<file path="config.mk">
export PLATFORM = sky130hd
export DESIGN_NAME = scoreboard_scan_ctrl
export DESIGN_NICKNAME = d
export VERILOG_FILES = /design/src/rtl/scoreboard_scan_ctrl.sv
export SDC_FILE = /design/constraint.sdc
export NUM_CORES = 1
export LEC_CHECK = 0
export ABC_CLOCK_PERIOD_IN_PS = 2300
export CAP_MARGIN = 25
export CORE_MARGIN = 1
export CORE_UTILIZATION = 30
export DETAILED_ROUTE_END_ITERATION = 10
export PLACE_DENSITY = 0.46
export RECOVER_POWER = 25
export SLEW_MARGIN = 15
export SYNTH_ARGS = -nofsm -noshare
export SYNTH_HDL_FRONTEND = slang
export SYNTH_SLANG_ARGS = --single-unit
</file>
<file path="constraint.sdc">
create_clock -name clk -period 2.3 [get_ports clk]
set_clock_uncertainty 0.1 [all_clocks]
set_input_delay 0.46 -clock clk [delete_from_list [all_inputs] [get_ports clk]]
set_output_delay 0.46 -clock clk [all_outputs]
set_load 0.05 [all_outputs]
</file>
<file path="src/rtl/scoreboard_scan_ctrl.sv">
// Score RAM scanner: reads {userid, score} records until a sentinel or the end of
// the RAM, keeps a sorted top-N table, then steps through the ranks on a button.
module scoreboard_scan_ctrl #(
    parameter int          ADDR_W   = 4,
    parameter int          TOP_N    = 3,
    parameter logic [15:0] SENTINEL = 16'hFFFF
) (
    input  logic              clk,
    input  logic              rst,
    input  logic              start,
    output logic              mem_rd,
    output logic [ADDR_W-1:0] mem_addr,
    input  logic [31:0]       mem_data,
    input  logic              next_btn,
    output logic              busy,
    output logic              rank_valid,
    output logic [1:0]        rank_index,
    output logic [31:0]       userid_score_output,
    output logic              scoreboard_eof
);

    typedef enum logic [2:0] {
        IDLE, REQ, WAIT, INSERT, DISPLAY, DONE
    } state_t;

    localparam logic [1:0] LAST_RANK = 2'(TOP_N - 1);

    state_t      state, state_n;
    logic [31:0] tbl      [TOP_N];
    logic [31:0] next_tbl [TOP_N];
    logic [31:0] rec;
    logic        btn_q;
    logic        btn_edge;
    logic        is_sentinel;
    logic        found;

    assign btn_edge    = next_btn & ~btn_q;
    assign is_sentinel = (mem_data[31:16] == SENTINEL);

    assign mem_rd     = (state == REQ);
    assign busy       = (state == REQ) || (state == WAIT) || (state == INSERT);
    assign rank_valid = (state == DISPLAY);

    always_ff @(posedge clk or negedge rst) begin
        if (!rst) state <= IDLE;
        else      state <= state_n;
    end

    always_comb begin
        state_n = state;
        case (state)
            IDLE, DONE: if (start) state_n = REQ;
            REQ:        state_n = WAIT;
            WAIT:       state_n = is_sentinel ? DISPLAY : INSERT;
            INSERT:     state_n = (mem_addr == '1) ? DISPLAY : REQ;
            DISPLAY:    if (btn_edge && rank_index == LAST_RANK) state_n = DONE;
            default:    state_n = IDLE;
        endcase
    end

    // Strict '>' places the new record below any equal score already held,
    // so earlier-read records win ties; everything below the slot shifts down.
    always_comb begin
        found = 1'b0;
        next_tbl[0] = tbl[0];
        if (rec[15:0] > tbl[0][15:0]) begin
            next_tbl[0] = rec;
            found       = 1'b1;
        end
        for (int unsigned i = 1; i < TOP_N; i++) begin
            next_tbl[i] = tbl[i];
            if (found) begin
                next_tbl[i] = tbl[i-1];
            end else if (rec[15:0] > tbl[i][15:0]) begin
                next_tbl[i] = rec;
                found       = 1'b1;
            end
        end
    end

    always_ff @(posedge clk or negedge rst) begin
        if (!rst) begin
            for (int unsigned i = 0; i < TOP_N; i++) tbl[i] <= '0;
            rec                 <= '0;
            mem_addr            <= '0;
            rank_index          <= '0;
            userid_score_output <= '0;
            scoreboard_eof      <= 1'b0;
            btn_q               <= 1'b0;
        end else begin
            btn_q <= next_btn;
            case (state)
                IDLE, DONE: begin
                    if (start) begin
                        for (int unsigned i = 0; i < TOP_N; i++) tbl[i] <= '0;
                        mem_addr       <= '0;
                        rank_index     <= '0;
                        scoreboard_eof <= 1'b0;
                    end
                end
                WAIT: begin
                    if (!is_sentinel) rec <= mem_data;
                end
                INSERT: begin
                    for (int unsigned i = 0; i < TOP_N; i++) tbl[i] <= next_tbl[i];
                    if (mem_addr != '1) mem_addr <= mem_addr + 1'b1;
                end
                DISPLAY: begin
                    if (btn_edge) begin
                        if (rank_index == LAST_RANK) begin
                            rank_index     <= '0;
                            scoreboard_eof <= 1'b1;
                        end else begin
                            rank_index <= rank_index + 1'b1;
                        end
                    end
                end
                default: ;
            endcase
            // Loaded only while staying in DISPLAY, so the table write on the
            // entry edge is never missed and DONE shows zero immediately.
            userid_score_output <= (state == DISPLAY && state_n == DISPLAY)
                                   ? tbl[rank_index] : '0;
        end
    end

endmodule
</file>
# == Word level (Yosys, flattened, before mapping) ==
# Cells that the tools add are included.
# W data, S select, Z words.
# op_classes
addsub,2
multipliers,0
div_mod_pow,0
magnitude_cmp,4
n_eq_ne,17
n_shift,0
muxes,30
bitwise,4
reduce_logical,15
# ops
cell,n
$mux W32,8
$pmux W96 S2,1
$mux W96,1
$bmux W32 S2,1
$gt A16 B16 Y1,3
$eq A16 B16 Y1 const B,1
$pmux W3 S5,1
$reduce_and A3 Y1,5
$mux W3,4
$eq A3 B3 Y1 const B,3
$mux W4,2
$ne A2 B1 Y1 const B,4
$pmux W4 S2,1
$eq A3 B2 Y1 const B,2
$mux W1,6
$mux W2,3
$ne A3 B1 Y1 const B,2
$add A4 B1 Y4 const B,1
$eq A4 B4 Y1 const B,1
$ne A4 B4 Y1 const B,1
$pmux W2 S2,1
$reduce_and A4 Y1,1
$reduce_bool A2 Y1,2
$eq A3 B1 Y1 const B,1
other kinds (13),16
# word_totals
regBits,171
latch_bits,0
ram_bits,0
mem_bits_ro,0
output_inout_bits,42
elab_cells,82
memories,0

# == Longest topological paths before layout ==
# depth
depth_word,8
ltp_mapped,10

# == Worst setup path after synthesis ==
# Ideal clock, no wire load.
# synth_timing
path_type,register to register
startpoint,register rec[14]
endpoint,register tbl[42] (netlist bit)
t_arrival_ps,2268
required_time_ps,2074
path_slack_ps,-194
stages_incl_launch_ff,10
path_buffers,2
cell_sequence,dfrtp_1 > ha_1 > a21oi_1 > nand2_1 > a221o_1 > o31ai_4 > buf_6 > buf_6 > mux2i_1 > mux2i_1
# synth_between
elab_chain_len,4
word_cells_on_any_way,7
classes_between,order compare (2); eq/ne (1); mux (3); reduce/logical (1)
# synth_rtl
item,line_no,rtl
"start, declared",31,logic [31:0] rec;
"start signal, assigned",102,if (!is_sentinel) rec <= mem_data;
$gt A16 B16 Y1,66,if (rec[15:0] > tbl[0][15:0]) begin
$mux W1,66,
$ne A3 B1 Y1 (no source line) or $mux W32 (tied branches),n/a,
$reduce_and A3 Y1 (no source line) or $pmux W96 S2 (tied branches),n/a,
"end, declared",29,logic [31:0] tbl [TOP_N];
# Parallel ways exist; a longest one is shown, timed or not.
# A chain may end at the register's enable or synchronous reset.

# == Worst setup path after layout ==
# layout_timing
startpoint,register rec[6]
endpoint,register tbl[45] (netlist bit)
# Same word-level chain as after synthesis.

==> impl_results.md <==
- Clock latency reported for the late side of the worst-skew pair: 0.46 ns
- Fmax: 368.8 MHz
- Number of warning messages in the yosys log: 0
- Yosys top cell by area: dfrtp_1
- RR Endpoint: tbl[45]$_DFFE_PN0P_
- Arithmetic-cell share of the synthesized area counting full adders, half adders and majority gates: 0.06452
- Total buffers and inverters traversed by the critical path: 5
- Crit path max-delay cell type: dfrtp_2
- Fraction of the mapped netlist area in simple logic gates: 0.1334
- Crit. path cell count: 12
- Number of enable-type register cells in the synthesized netlist: 0
- Reg2reg start: rec[6]$_DFFE_PN0P_
- Boundary pin count: 78
- Combinational family with the most area after synthesis: compound AO/OA/AOI/OAI gates
- Met3 global-route usage: 0.02938
- Max incr delay on CP: 0.45 ns
- Share of synthesized area occupied by flip-flops and latches: 0.4504
- Via count: 8,407
- Cell count after synthesis: 975
- Cell depth of the worst min-delay path: 2
- Clock sinks: 171
- Clock buffer depth: 2
- Synthesized cell area: 9502 um^2
- Termination of the worst setup path: tbl[45]$_DFFE_PN0P_
- Final-report max-slew violation count: 0
- Synth async-reset ratio: 1.000
- Total of fill cells in the finished design: 2,925
- Cell types with the highest counts after synthesis: 171 x dfrtp_1, 96 x mux2i_1, 80 x nand2_1
- Clock-pin slew on the worst setup and hold paths: 0.08 ns
- Setup slack after layout: -0.4114 ns
- Max-cap violation count: 0
- Area contributors post-synth: dfrtp_1 45%, mux2i_1 10%, ha_1 6.5%
- Maximum number of pins on one net before global-route repair: 43
- Portion of netlist area occupied by mux cells: 0.1391
- Net count of the mapped netlist: 1,060
- Post-synth top area share: 0.4504
- Full die area: 32,390 um^2
- Data required time of the worst path: 2.58 ns
- DRC violation count after routing: 3
- Static power due to leakage: 5.913 nW
- Number of nets in the finished design: 1,284
- Cell repeated most along the worst path: buf_12
- DR iter-0 viols: 523
- Violated checks: design-rule violations, negative setup slack
- Overflow left after global routing: 0
- Worst Setup Path Type: reg2reg
- Sum of negative setup slack: -33.47 ns
- Effective utilization at floorplan: 0.3074
- Number of global-route vias before repair: 8,577
- Std-Cell Core Area: 30,910 um^2
- Number of cells on the worst reg-to-reg path: 12
- Clock buffer count from CTS: 17
- H-tree depth reported by CTS: 4
- Drt first pass iters: 9
- Parity-gate share of the synthesized area counting xor and xnor cells: 0.002765
- Synthesized area divided by synthesized cell count: 9.745 um^2
- Layout-stage area growth over the synthesis result: 48.93%
- Wire length of the first global-routing pass: 52,050 um
- Max VDD drop: 0.9810 mV
- Number of buffers added on ports: 77
- Global Route met2 Usage: 0.3396
- Overall track demand over capacity in global routing: 0.2115
- Cell variety after synth: 55
- Main flop type after synthesis: dfrtp_1
- GR peak layer: met2
- Worst reg-to-reg setup slack: -0.41 ns
- FP Rows: 64
- Proportion of layout cells with a drive suffix above 1: 0.3375
- Routed wirelength normalized by instance count: 21.64 um
- Final Hold Fails: 0
- Outcome: complete, but fails checks
- Worst Hold Slack: 0.4079 ns
- Critical path arrival: 2.99 ns
- Met1 global-route usage: 0.2996
- Flip-flop and latch count after synthesis: 171
- CP delay by family, top: buffers and inverters
- Endpoint class of the critical path: flop
- Crit-path cells: buf_4 -> ha_4 -> nand4_1 -> or3_4 -> a21oi_4 -> o31ai_4 -> buf_6 -> o21ai_4 -> buf_12 -> buf_12 -> buf_16 -> mux2i_2
- Launching element type of the critical path: flop
- Root Buffer Master: clkbuf_16
- Average vias per placed instance: 5.228
- Die boundary width: 180.0 um
- Sum of net half-perimeters after detailed placement: 20,890 um
- Worst rel slew slack: 0.2127
- Compound-Gate Fraction of Synth Area: 0.1491
- # diodes: 0
- Critical path peak fanout: 6
- Class of the tightest hold or removal check: reg2reg
- Final core area utilization: 0.4578
- Most frequent cell after synthesis: dfrtp_1
- TritonCTS clock tree: done
- Endpoints failing setup: 96
- Routability-driven placement congestion ratio: 0.8191
- Initial antenna violation count: 0
- Final antenna-violating net count: 0
- Setup repair after global routing missed its margin: true
- CP startpoint: rec[6]$_DFFE_PN0P_
- Minimum clock period: 2.711 ns
- Worst-margin pin slew: 1.181 ns
- Final period utilization: 1.179
- Die boundary height: 180.0 um
- Pwr/cell area: 1778 nW/um^2
- Total power consumption of the routed design: 0.02517 W
- Total Wirelength: 34,800 um
layout make-up:
cell class / count / area [um^2] / share of cell area
clock buffers: 17 / 425.4 / 0.03006
clock inverters: 15 / 151.4 / 0.01070
well taps: 396 / 495.5 / 0.03501
multi-input cells: 665 / 5490 / 0.3880
repair buffers: 278 / 3054 / 0.2158
flip-flops and latches: 171 / 4287 / 0.3029
inverters: 66 / 247.7 / 0.01751
placed cells by master, fill, tap and decap left out, types with 6 or more instances in the layout:
cell type        count
ha_4                16
buf_6               20
o221ai_1            17
o2111ai_1           23
buf_12              29
a21oi_1             50
nand3_1             18
ha_1                33
dfrtp_1            165
a21oi_2             30
nor2_1              76
buf_16              10
nand4_1             16
and2_1              34
nand3_4              6
mux2_2              32
inv_1               65
buf_4              133
o21ai_2             13
mux2i_1             95
dfrtp_2              6
nand3_2             16
o21ai_1             18
o21ai_0              8
clkdlybuf4s50_1     68
o2111ai_2            8
clkbuf_16           24
o221ai_2            15
nand2_1             79
worst min path at each step:
stage                                        to                       start  slack [ns]
2_1_floorplan                   btn_q$_DFF_PN0_                         rst        0.06
3_3_place_gp                 rec[3]$_DFFE_PN0P_                         rst        0.32
3_5_place_dp   userid_score_output[2]$_DFF_PN0_                         rst        0.32
4_1_cts                         btn_q$_DFF_PN0_                    next_btn        0.37
5_1_grt              scoreboard_eof$_DFFE_PN0P_  scoreboard_eof$_DFFE_PN0P_        0.42
6_report             scoreboard_eof$_DFFE_PN0P_  scoreboard_eof$_DFFE_PN0P_        0.41
flip-flops by register name (all words and copies together) (netlist names):
name / cells
rank_index: 2
btn_q: 1
userid_score_output: 32
state: 3
rec: 32
tbl: 96
mem_addr: 4
scoreboard_eof: 1
routing by layer:
metal	up-vias	wire length, um
met1	4225	16560
li1	3950	-
met5	-	0
met4	0	580
met3	31	1357
met2	201	16290
what timing repair did:
action,in CTS,in global routing
setup buffers,22,14
endpoints found under the hold margin,37,0
pin swaps,18,37
hold buffers,1,0
endpoints found under the setup margin,97,128
gates cloned,9,9
gates resized for setup,42,171
per-stage QoR:
stage,instances,instance area (um^2),setup WS [ns]
floorplan,975,9599,-0.08361
global placement,1523,11930,-0.4328
detailed placement,1523,11930,-0.4908
CTS,1587,13180,-0.4003
global route,1608,14150,-0.5480
finish,1608,14150,-0.4114
tightest hold or removal path: cells and delay by family, from the launching register on:
family / cells / cell delay (ns)
AO/OA/AOI/OAI: 1 / 0.04
flip-flops: 1 / 0.35
AND/OR/NAND/NOR: 1 / 0.08
report_power, final:
| group | total (W) | internal (W) | switching [W] |
|---|---|---|---|
| Clock | 0.00292 | 0.00144 | 0.00147 |
| Combinational | 0.0173 | 0.00837 | 0.00897 |
| Sequential | 0.00491 | 0.00406 | 0.000849 |
logic make-up (layout without fill, tap and decap cells):
| group | count (synthesis) | in the layout |
|---|---|---|
| adders and majority gates | 49 | 49 |
| xor gates and xnor gates | 3 | 3 |
| AOI/OAI and AO/OA | 213 | 213 |
| buffers and inverters | 139 | 376 |
| muxes | 128 | 128 |
| and+or+nand+nor | 272 | 272 |
| DFF | 171 | 171 |
Note: power is estimated with default switching activity, not from simulation.
